**src/rtl/ahbl_master_cmd.sv**
```systemverilog
// ahbl_master_cmd: command FIFO feeding single-beat AHB-Lite transfers (IDLE/NONSEQ),
// with pipelined address/data phases and exactly one in-order response per command.
module ahbl_master_cmd #(
    parameter int FIFO_DEPTH = 4
) (
    input  logic        HCLK,
    input  logic        HRESET,
    input  logic        cmd_valid,
    output logic        cmd_ready,
    input  logic        cmd_write,
    input  logic [31:0] cmd_addr,
    input  logic [31:0] cmd_wdata,
    input  logic [1:0]  cmd_size,
    output logic        rsp_valid,
    output logic [31:0] rsp_rdata,
    output logic        rsp_err,
    output logic        busy,
    output logic [31:0] HADDR,
    output logic [1:0]  HTRANS,
    output logic [2:0]  HSIZE,
    output logic        HWRITE,
    output logic [31:0] HWDATA,
    input  logic        HREADY,
    input  logic [31:0] HRDATA,
    input  logic        HRESP
);

    localparam int PTR_W = (FIFO_DEPTH > 1) ? $clog2(FIFO_DEPTH) : 1;
    localparam int CNT_W = $clog2(FIFO_DEPTH) + 1;

    localparam logic [1:0] TRANS_IDLE   = 2'b00;
    localparam logic [1:0] TRANS_NONSEQ = 2'b10;

    typedef enum logic [1:0] {
        DP_IDLE  = 2'b00,
        DP_READ  = 2'b01,
        DP_WRITE = 2'b10
    } dp_state_t;

    // Command FIFO storage (no reset needed on the payload)
    logic              fifo_write_q [FIFO_DEPTH];
    logic [1:0]        fifo_size_q  [FIFO_DEPTH];
    logic [31:0]       fifo_addr_q  [FIFO_DEPTH];
    logic [31:0]       fifo_wdata_q [FIFO_DEPTH];

    logic [PTR_W-1:0]  wr_ptr_q, wr_ptr_d;
    logic [PTR_W-1:0]  rd_ptr_q, rd_ptr_d;
    logic [CNT_W-1:0]  count_q, count_d;

    dp_state_t         dp_state_q, dp_state_d;
    logic [31:0]       dp_wdata_q, dp_wdata_d;

    logic              rsp_valid_q, rsp_valid_d;
    logic              rsp_err_q, rsp_err_d;
    logic [31:0]       rsp_rdata_q, rsp_rdata_d;

    logic              fifo_empty;
    logic              fifo_full;
    logic              push;
    logic              pop;
    logic              dp_valid;
    logic              dp_write;
    logic              cancel;
    logic              addr_req;
    logic              head_write;
    logic [1:0]        head_size;
    logic [31:0]       head_addr;
    logic [31:0]       head_wdata;
    logic [1:0]        size_mapped;

    assign fifo_empty = (count_q == '0);
    assign fifo_full  = (count_q == CNT_W'(FIFO_DEPTH));
    assign cmd_ready  = !fifo_full;
    assign push       = cmd_valid && !fifo_full;

    assign head_write = fifo_write_q[rd_ptr_q];
    assign head_size  = fifo_size_q[rd_ptr_q];
    assign head_addr  = fifo_addr_q[rd_ptr_q];
    assign head_wdata = fifo_wdata_q[rd_ptr_q];

    assign dp_valid   = (dp_state_q != DP_IDLE);
    assign dp_write   = (dp_state_q == DP_WRITE);

    // ERROR from the slave spans two cycles; keep the bus idle across both so the
    // cancelled head is simply re-issued afterwards.
    assign cancel     = dp_valid && HRESP;
    assign addr_req   = !fifo_empty && !cancel;
    assign pop        = addr_req && HREADY;

    // Size code 3 has no meaning on this bus, so it is folded to word at push time.
    assign size_mapped = (cmd_size == 2'b11) ? 2'b10 : cmd_size;

    // Address phase straight from the FIFO head
    assign HTRANS = addr_req ? TRANS_NONSEQ : TRANS_IDLE;
    assign HADDR  = fifo_empty ? 32'h0 : head_addr;
    assign HSIZE  = fifo_empty ? 3'b000 : {1'b0, head_size};
    assign HWRITE = !fifo_empty && head_write;
    assign HWDATA = dp_write ? dp_wdata_q : 32'h0;

    assign busy      = !fifo_empty || dp_valid;
    assign rsp_valid = rsp_valid_q;
    assign rsp_rdata = rsp_rdata_q;
    assign rsp_err   = rsp_err_q;

    always_ff @(posedge HCLK) begin
        if (push) begin
            fifo_write_q[wr_ptr_q] <= cmd_write;
            fifo_size_q[wr_ptr_q]  <= size_mapped;
            fifo_addr_q[wr_ptr_q]  <= cmd_addr;
            fifo_wdata_q[wr_ptr_q] <= cmd_wdata;
        end
    end

    always_comb begin
        wr_ptr_d = wr_ptr_q;
        rd_ptr_d = rd_ptr_q;
        count_d  = count_q;
        if (push) begin
            wr_ptr_d = wr_ptr_q + 1'b1;
        end
        if (pop) begin
            rd_ptr_d = rd_ptr_q + 1'b1;
        end
        case ({push, pop})
            2'b10:   count_d = count_q + 1'b1;
            2'b01:   count_d = count_q - 1'b1;
            default: count_d = count_q;
        endcase
    end

    // Data-phase tracker: advances only on HREADY, otherwise the current phase holds.
    always_comb begin
        dp_state_d = dp_state_q;
        dp_wdata_d = dp_wdata_q;
        if (HREADY) begin
            if (pop) begin
                dp_state_d = head_write ? DP_WRITE : DP_READ;
                dp_wdata_d = head_wdata;
            end else begin
                dp_state_d = DP_IDLE;
            end
        end
    end

    always_comb begin
        rsp_valid_d = dp_valid && HREADY;
        rsp_err_d   = 1'b0;
        rsp_rdata_d = 32'h0;
        if (rsp_valid_d) begin
            rsp_err_d = HRESP;
            if (!dp_write && !HRESP) begin
                rsp_rdata_d = HRDATA;
            end
        end
    end

    always_ff @(posedge HCLK) begin
        if (HRESET) begin
            wr_ptr_q    <= '0;
            rd_ptr_q    <= '0;
            count_q     <= '0;
            dp_state_q  <= DP_IDLE;
            dp_wdata_q  <= 32'h0;
            rsp_valid_q <= 1'b0;
            rsp_err_q   <= 1'b0;
            rsp_rdata_q <= 32'h0;
        end else begin
            wr_ptr_q    <= wr_ptr_d;
            rd_ptr_q    <= rd_ptr_d;
            count_q     <= count_d;
            dp_state_q  <= dp_state_d;
            dp_wdata_q  <= dp_wdata_d;
            rsp_valid_q <= rsp_valid_d;
            rsp_err_q   <= rsp_err_d;
            rsp_rdata_q <= rsp_rdata_d;
        end
    end

endmodule

```
**config.mk**
```make
export PLATFORM = sky130hd
export DESIGN_NAME = ahbl_master_cmd
export DESIGN_NICKNAME = d
export VERILOG_FILES = /design/src/rtl/ahbl_master_cmd.sv
export SDC_FILE = /design/constraint.sdc
export NUM_CORES = 1
export LEC_CHECK = 0
export CAP_MARGIN = 40
export CORE_ASPECT_RATIO = 1.2
export CORE_MARGIN = 2
export CORE_UTILIZATION = 25
export DETAILED_ROUTE_END_ITERATION = 8
export PLACE_DENSITY = 0.55
export SLEW_MARGIN = 20
export SYNTH_ARGS = -nofsm -noshare
export SYNTH_HDL_FRONTEND = slang
export SYNTH_SLANG_ARGS = --single-unit
```
**constraint.sdc**
```tcl
create_clock -name HCLK -period 3.1 [get_ports HCLK]
set_input_delay 0.31 -clock HCLK [delete_from_list [all_inputs] [get_ports HCLK]]
set_output_delay 0.31 -clock HCLK [all_outputs]
set_load 0.005 [all_outputs]
```
### After elaboration in Yosys (flattened, before gate mapping)

Memory sizes are Yosys's and may differ from the RTL's. A register that Yosys moved wholly into a read port is not among the register bits.
Index checks and enable logic that the tools add are counted.

| word-level totals | value |
|---|---|
| bits of input ports | 104 |
| bits in writable memories | 268 |
| register bits after elaboration | 43 |
| memories kept | 4 |
| output and inout bits | 106 |

| cells by class | value |
|---|---|
| equality and inequality tests | 5 |
| reductions and logical operators | 19 |
| bitwise logic cells | 2 |
| muxes and demuxes | 16 |
| add/sub/neg operators | 4 |

Memories:

| memory | words | width | rd ports | clocked after Yosys merged registers in | wr ports | RTL line | source |
|---|---|---|---|---|---|---|---|
| fifo_addr_q | 4 | 32 | 1 | 1 | 1 | 43 | `logic [31:0] fifo_addr_q [FIFO_DEPTH];` |
| fifo_wdata_q | 4 | 32 | 1 | 1 | 1 | 44 | `logic [31:0] fifo_wdata_q [FIFO_DEPTH];` |
| fifo_size_q | 4 | 2 | 1 | 1 | 1 | 42 | `logic [1:0] fifo_size_q [FIFO_DEPTH];` |
| fifo_write_q | 4 | 1 | 1 | 1 | 1 | 41 | `logic fifo_write_q [FIFO_DEPTH];` |

Operators by type and width:

| cell | number |
|---|---|
| $mux 32 | 2 |
| $mux 2 | 11 |
| $logic_and 1x1->1 | 7 |
| $eq 2x2->1 const B | 3 |
| $pmux 3 s2 | 1 |
| $logic_not 1->1 | 5 |
| $add 2x1->2 const B | 2 |
| $reduce_bool 2->1 | 2 |
| $add 3x1->3 const B | 1 |
| $eq 3x3->1 const B | 1 |
| $logic_not 3->1 | 1 |
| $reduce_or 3->1 | 1 |
| $sub 3x1->3 const B | 1 |
| $eq 2x1->1 const B | 1 |
| $mux 1 | 2 |
| $not 1->1 | 2 |
| $reduce_and 2->1 | 1 |
| $reduce_or 2->1 | 1 |
| $logic_or 1x1->1 | 1 |

### Logic depth before layout (Yosys ltp)

| depth | value |
|---|---|
| word-level depth | 7 |
| mapped depth | 9 |
| gate-level depth less buffers | 8 |

### Worst setup path after synthesis

OpenSTA, ideal clock, no wires.

| path | value |
|---|---|
| kind | register -> register |
| from | register count_q[0] |
| to | memory fifo_addr_q[0][0] (enable) |
| clock period less this slack | 2.741 ns |
| arrival | 2.308 ns |
| cell stages (with the launch flop) | 4 |
| setup slack | 0.359 ns |
| data required time | 2.667 ns |
| cells stage by stage | dfxtp_1 or3b_1 buf_2 and3_1 |

| on the way | value |
|---|---|
| longest elaborated chain between the ends | 5 |

RTL lines:

| item | RTL line | source |
|---|---|---|
| start, declared | 48 | `logic [CNT_W-1:0] count_q, count_d;` |
| start signal, assigned | 170 | `count_q <= count_d;` |
| $eq 3x3->1 | 72 | `assign fifo_full = (count_q == CNT_W'(FIFO_DEPTH));` |
| $logic_not 1->1 | -- |  |
| net cmd_ready | 9 | `output logic cmd_ready,` |
| $logic_and 1x1->1 | 74 | `assign push = cmd_valid && !fifo_full;` |
| $mux 1 | 106 | `if (push) begin` |
| $mux 1 (not written as such) | 109 | `fifo_addr_q[wr_ptr_q] <= cmd_addr;` |
| end, declared | 43 |  |

The timed path passes the listed nets, and every way through them passes these cells.

==> parameters.txt <==
Parameter                              Value

Run status
  Status ... complete, no violations

Critical path
  Critical-path cell with the highest stage delay ... sky130_fd_sc_hd__dfxtp_2
  Critical Path Start Type ... flip-flop
  Worst endpoint required time ... 2790 ps
  Max incr delay on CP ... 640 ps
  Maximum fanout along the worst path ... 22
  Worst reg2reg path endpoint ... count_q[2]
  Critical Path End Type ... output pin
  Launching point of the worst reg2reg path ... count_q[2]
  Worst R2R Setup Slack ... 750 ps
  Critical Setup Path Class ... flip-flop to output pin
  Worst R2R Path Depth ... 8
  Chain of cells forming the critical path ... buf_12 -> mux4_2 -> and2_1 -> clkdlybuf4s50_1
  Crit path DAT ... 2450 ps

Min path
  Class of the most critical hold timing path ... input pin to flip-flop
  Number of cells on the worst hold path ... 4
  Hold path start ... HREADY
  Endpoint with the worst hold slack ... rd_ptr_q[0]

Floorplanning
  Floorplan row count ... 91
  Die height ... 255 um
  Number of top-level design ports ... 210
  Die width ... 213 um
  Core Area ... 0.0516 mm^2
  Initial Utilization ... 25.3%
  Die ar. ... 0.0542 mm^2

Pwr
  Switching power as a share of total power ... 27.0%
  Net switching power ... 3.61 mW
  Leak Pwr ... 5.60 nW
  VDD IR-drop max ... 460 uV
  Logic pwr share ... 23.8%
  Portion of total power attributed to the clock network ... 33.8%
  Internal ... 9.75 mW
  Reg power frac ... 42.4%
  Power density normalized to cell area ... 769 mW/mm^2

CTS
  Number of buffers created by CTS ... 40
  Register clock-pin slew on the reported worst setup and hold paths ... 60 ps
  Worst skew pair latency ... 550 ps
  Cell chosen for the clock root ... sky130_fd_sc_hd__clkbuf_16
  Post-CTS setup buffer count ... 0
  Count of instances resized after the clock tree is built ... 0
  Hold-fix buffer count after cts ... 0
  TritonCTS clock tree ... done
  Maximum buffer depth of the clock tree ... 3
  Number of H-tree branching levels ... 2
  Total clock sinks ... 345

Drt
  1st-pass router iterations ... 4
  # DRC ... 0
  Total Wirelength ... 32.5 mm
  Average routed wire per standard cell ... 19.4 um
  Total via count in the routed design ... 7,239
  Number of DRC violations after detailed-routing iteration 0 ... 286
  Vias per Instance ... 4.33
  Post-route ant nets ... 0

Finish
  Filler-free cell count of the finished design ... 1,673
  Number of diodes ... 0
  P&R area growth vs syn ... 32.7%
  Layout net count ... 1,054
  Share of post-route cells with drive strength above 1 ... 17.5%
  Filler Cells Inserted ... 5,007

Timing
  Setup TNS ... 0 ps
  Worst hold margin ... 228 ps
  RSZ-0062 raised after global routing ... false
  Fraction of the cycle the final worst path needs ... 89.0%
  Clock tree skew after final layout ... 11.0 ps
  Final hold violation count ... 0
  Count of endpoints failing setup in the final report ... 0
  Least-Margin Pin Slew ... 679 ps
  Fmax ... 0.363 GHz
  Max transition margin ... 54.7%
  Max-slew violation count ... 0
  Post-layout min period ... 2760 ps

Yosys
  Syn Inst Count ... 729
  Share of Yosys cell area claimed by the top area cell type ... 61.6%
  Ys async rst share ... 0%
  Post-synthesis cell area ... 0.0131 mm^2
  Most area-consuming cells after synthesis ... sky130_fd_sc_hd__edfxtp_1 62%, sky130_fd_sc_hd__dfxtp_1 12%, sky130_fd_sc_hd__mux4_2 11%
  Commonest cells post-synth ... 268 x sky130_fd_sc_hd__edfxtp_1, 99 x sky130_fd_sc_hd__and2_1, 77 x sky130_fd_sc_hd__dfxtp_1
  Synth Register Bits ... 345
  Share of the yosys chip area belonging to registers ... 73.3%
  Primary flip-flop cell chosen by synthesis mapping ... sky130_fd_sc_hd__edfxtp_1
  Number of enable flip-flop cells after synthesis ... 268
  Leading cell type by number of instances after synthesis ... sky130_fd_sc_hd__edfxtp_1
  Area leader, netlist ... sky130_fd_sc_hd__edfxtp_1
  Synthesis warning total ... 0
  Average instance area after synthesis ... 17.9 um^2
  Count of different cell masters after synthesis ... 37

Placement
  Cell count after placement ... 1,599
  Placer congestion estimate ... 0.682
  Total of buffers placed on input and output ports ... 207
  HPWL reported at the end of detailed placement ... 20.4 mm

Job
  Number of maximum-capacitance violations ... 0

GRT
  Largest net degree at the start of global routing ... 39
  GRT Util Overall ... 12.2%
  Antenna violations before repair ... 6
  Sum of overflow across all layers after global routing ... 0
  First-pass GRT wire length ... 48.7 mm
  Vias in the first global route ... 7,837
[per-layer routing]
layer / track usage, % / up-vias / wire, um / share of wire, %
li1: - / 3279 / - / -
met1: 14.1 / 3664 / 13100 / 40
met2: 20.8 / 226 / 15700 / 48
met3: 4.41 / 60 / 2790 / 8.6
met4: 4.34 / 10 / 810 / 2.5
met5: 0 / - / 65 / 0.20
[worst max-delay path, delay by kind of cell (launching register included)]
family,cells,cell delay (ps)
buffers and inverters,2,710
flip-flops,1,640
multiplexers,1,330
AND/OR/NAND/NOR,1,190
[through the flow]
step | power, mW | util [%] | cell area, um^2 | setup slack [ps]
2_1_floorplan | 7.62 | - | 13100 | 359
3_3_place_gp | 9.01 | 31.1 | 16000 | 507
3_5_place_dp | 9.05 | 31.2 | 16100 | 532
4_1_cts | 13.7 | 33.7 | 17400 | 224
5_1_grt | 14.1 | 33.7 | 17400 | 195
6_report | 13.4 | 33.7 | 17400 | 342
[flip-flops by register name, summed over array words and instances (netlist names), named ones only]
name	flops
fifo_addr_q	128
fifo_wdata_q	128
dp_wdata_q	32
rsp_rdata	32
fifo_size_q	8
fifo_write_q	4
count_q	3
dp_state_q	2
rd_ptr_q	2
wr_ptr_q	2
rsp_err	1
rsp_valid	1
[worst max-delay path by stage]
stage	start	slack (ps)	end
2_1_floorplan	count_q[0]	360	fifo_addr_q[0][0]
3_3_place_gp	HRESP	510	count_q[2]
3_5_place_dp	HRESP	530	count_q[2]
4_1_cts	flip-flop	220	HADDR[16]
5_1_grt	flip-flop	190	HADDR[31]
6_report	flip-flop	340	HADDR[16]
[layout make-up]
type	instances	area [um^2]	area share [%]
sequential	345	9590	55.3
timing repair buffer	231	2420	13.9
tap	697	872	5.02
clock buffer	53	1120	6.47
inverter	8	30.0	0.173
clock inverter	21	141	0.815
multi-input combinational	318	3180	18.3
[cell usage in the layout, fill, tap and decap left out, drive strengths merged, types with 2 or more instances in the layout]
master         count
nor2               8
a21o               2
buf               26
ha                 5
nand3              2
mux4              66
a21oi             37
clkbuf            53
nand4             33
nor2b              2
mux2i              2
inv                9
o31ai             33
nor3               3
clkdlybuf4s50    205
or3                2
o21ai              2
conb               2
and3               5
clkinv            18
mux2               3
and2              99
xor2               2
nand2              3
dfxtp             77
edfxtp           268
[power by group through the flow]
stage	Sequential (mW)	Combinational, mW	Clock (mW)
5_1_grt	5.72	3.48	4.87
4_1_cts	5.68	3.30	4.71
2_1_floorplan	5.67	1.95	0
6_report	5.66	3.18	4.51
3_5_place_dp	5.77	3.28	0
3_3_place_gp	5.76	3.24	0
[cells by family after synthesis]
group                      Yosys count  synth area share [%]
DFF                                345                  73.3
AOI/OAI and AO/OA                   77                  3.70
muxes                               71                  11.8
adders and majority gates            6                 0.632
other                                1                0.0287
buffers and inverters               67                  2.75
xor gates and xnor gates             2                 0.134
and+or+nand+nor                    160                  7.64
No activity file was read; power rests on OpenSTA's default activity.
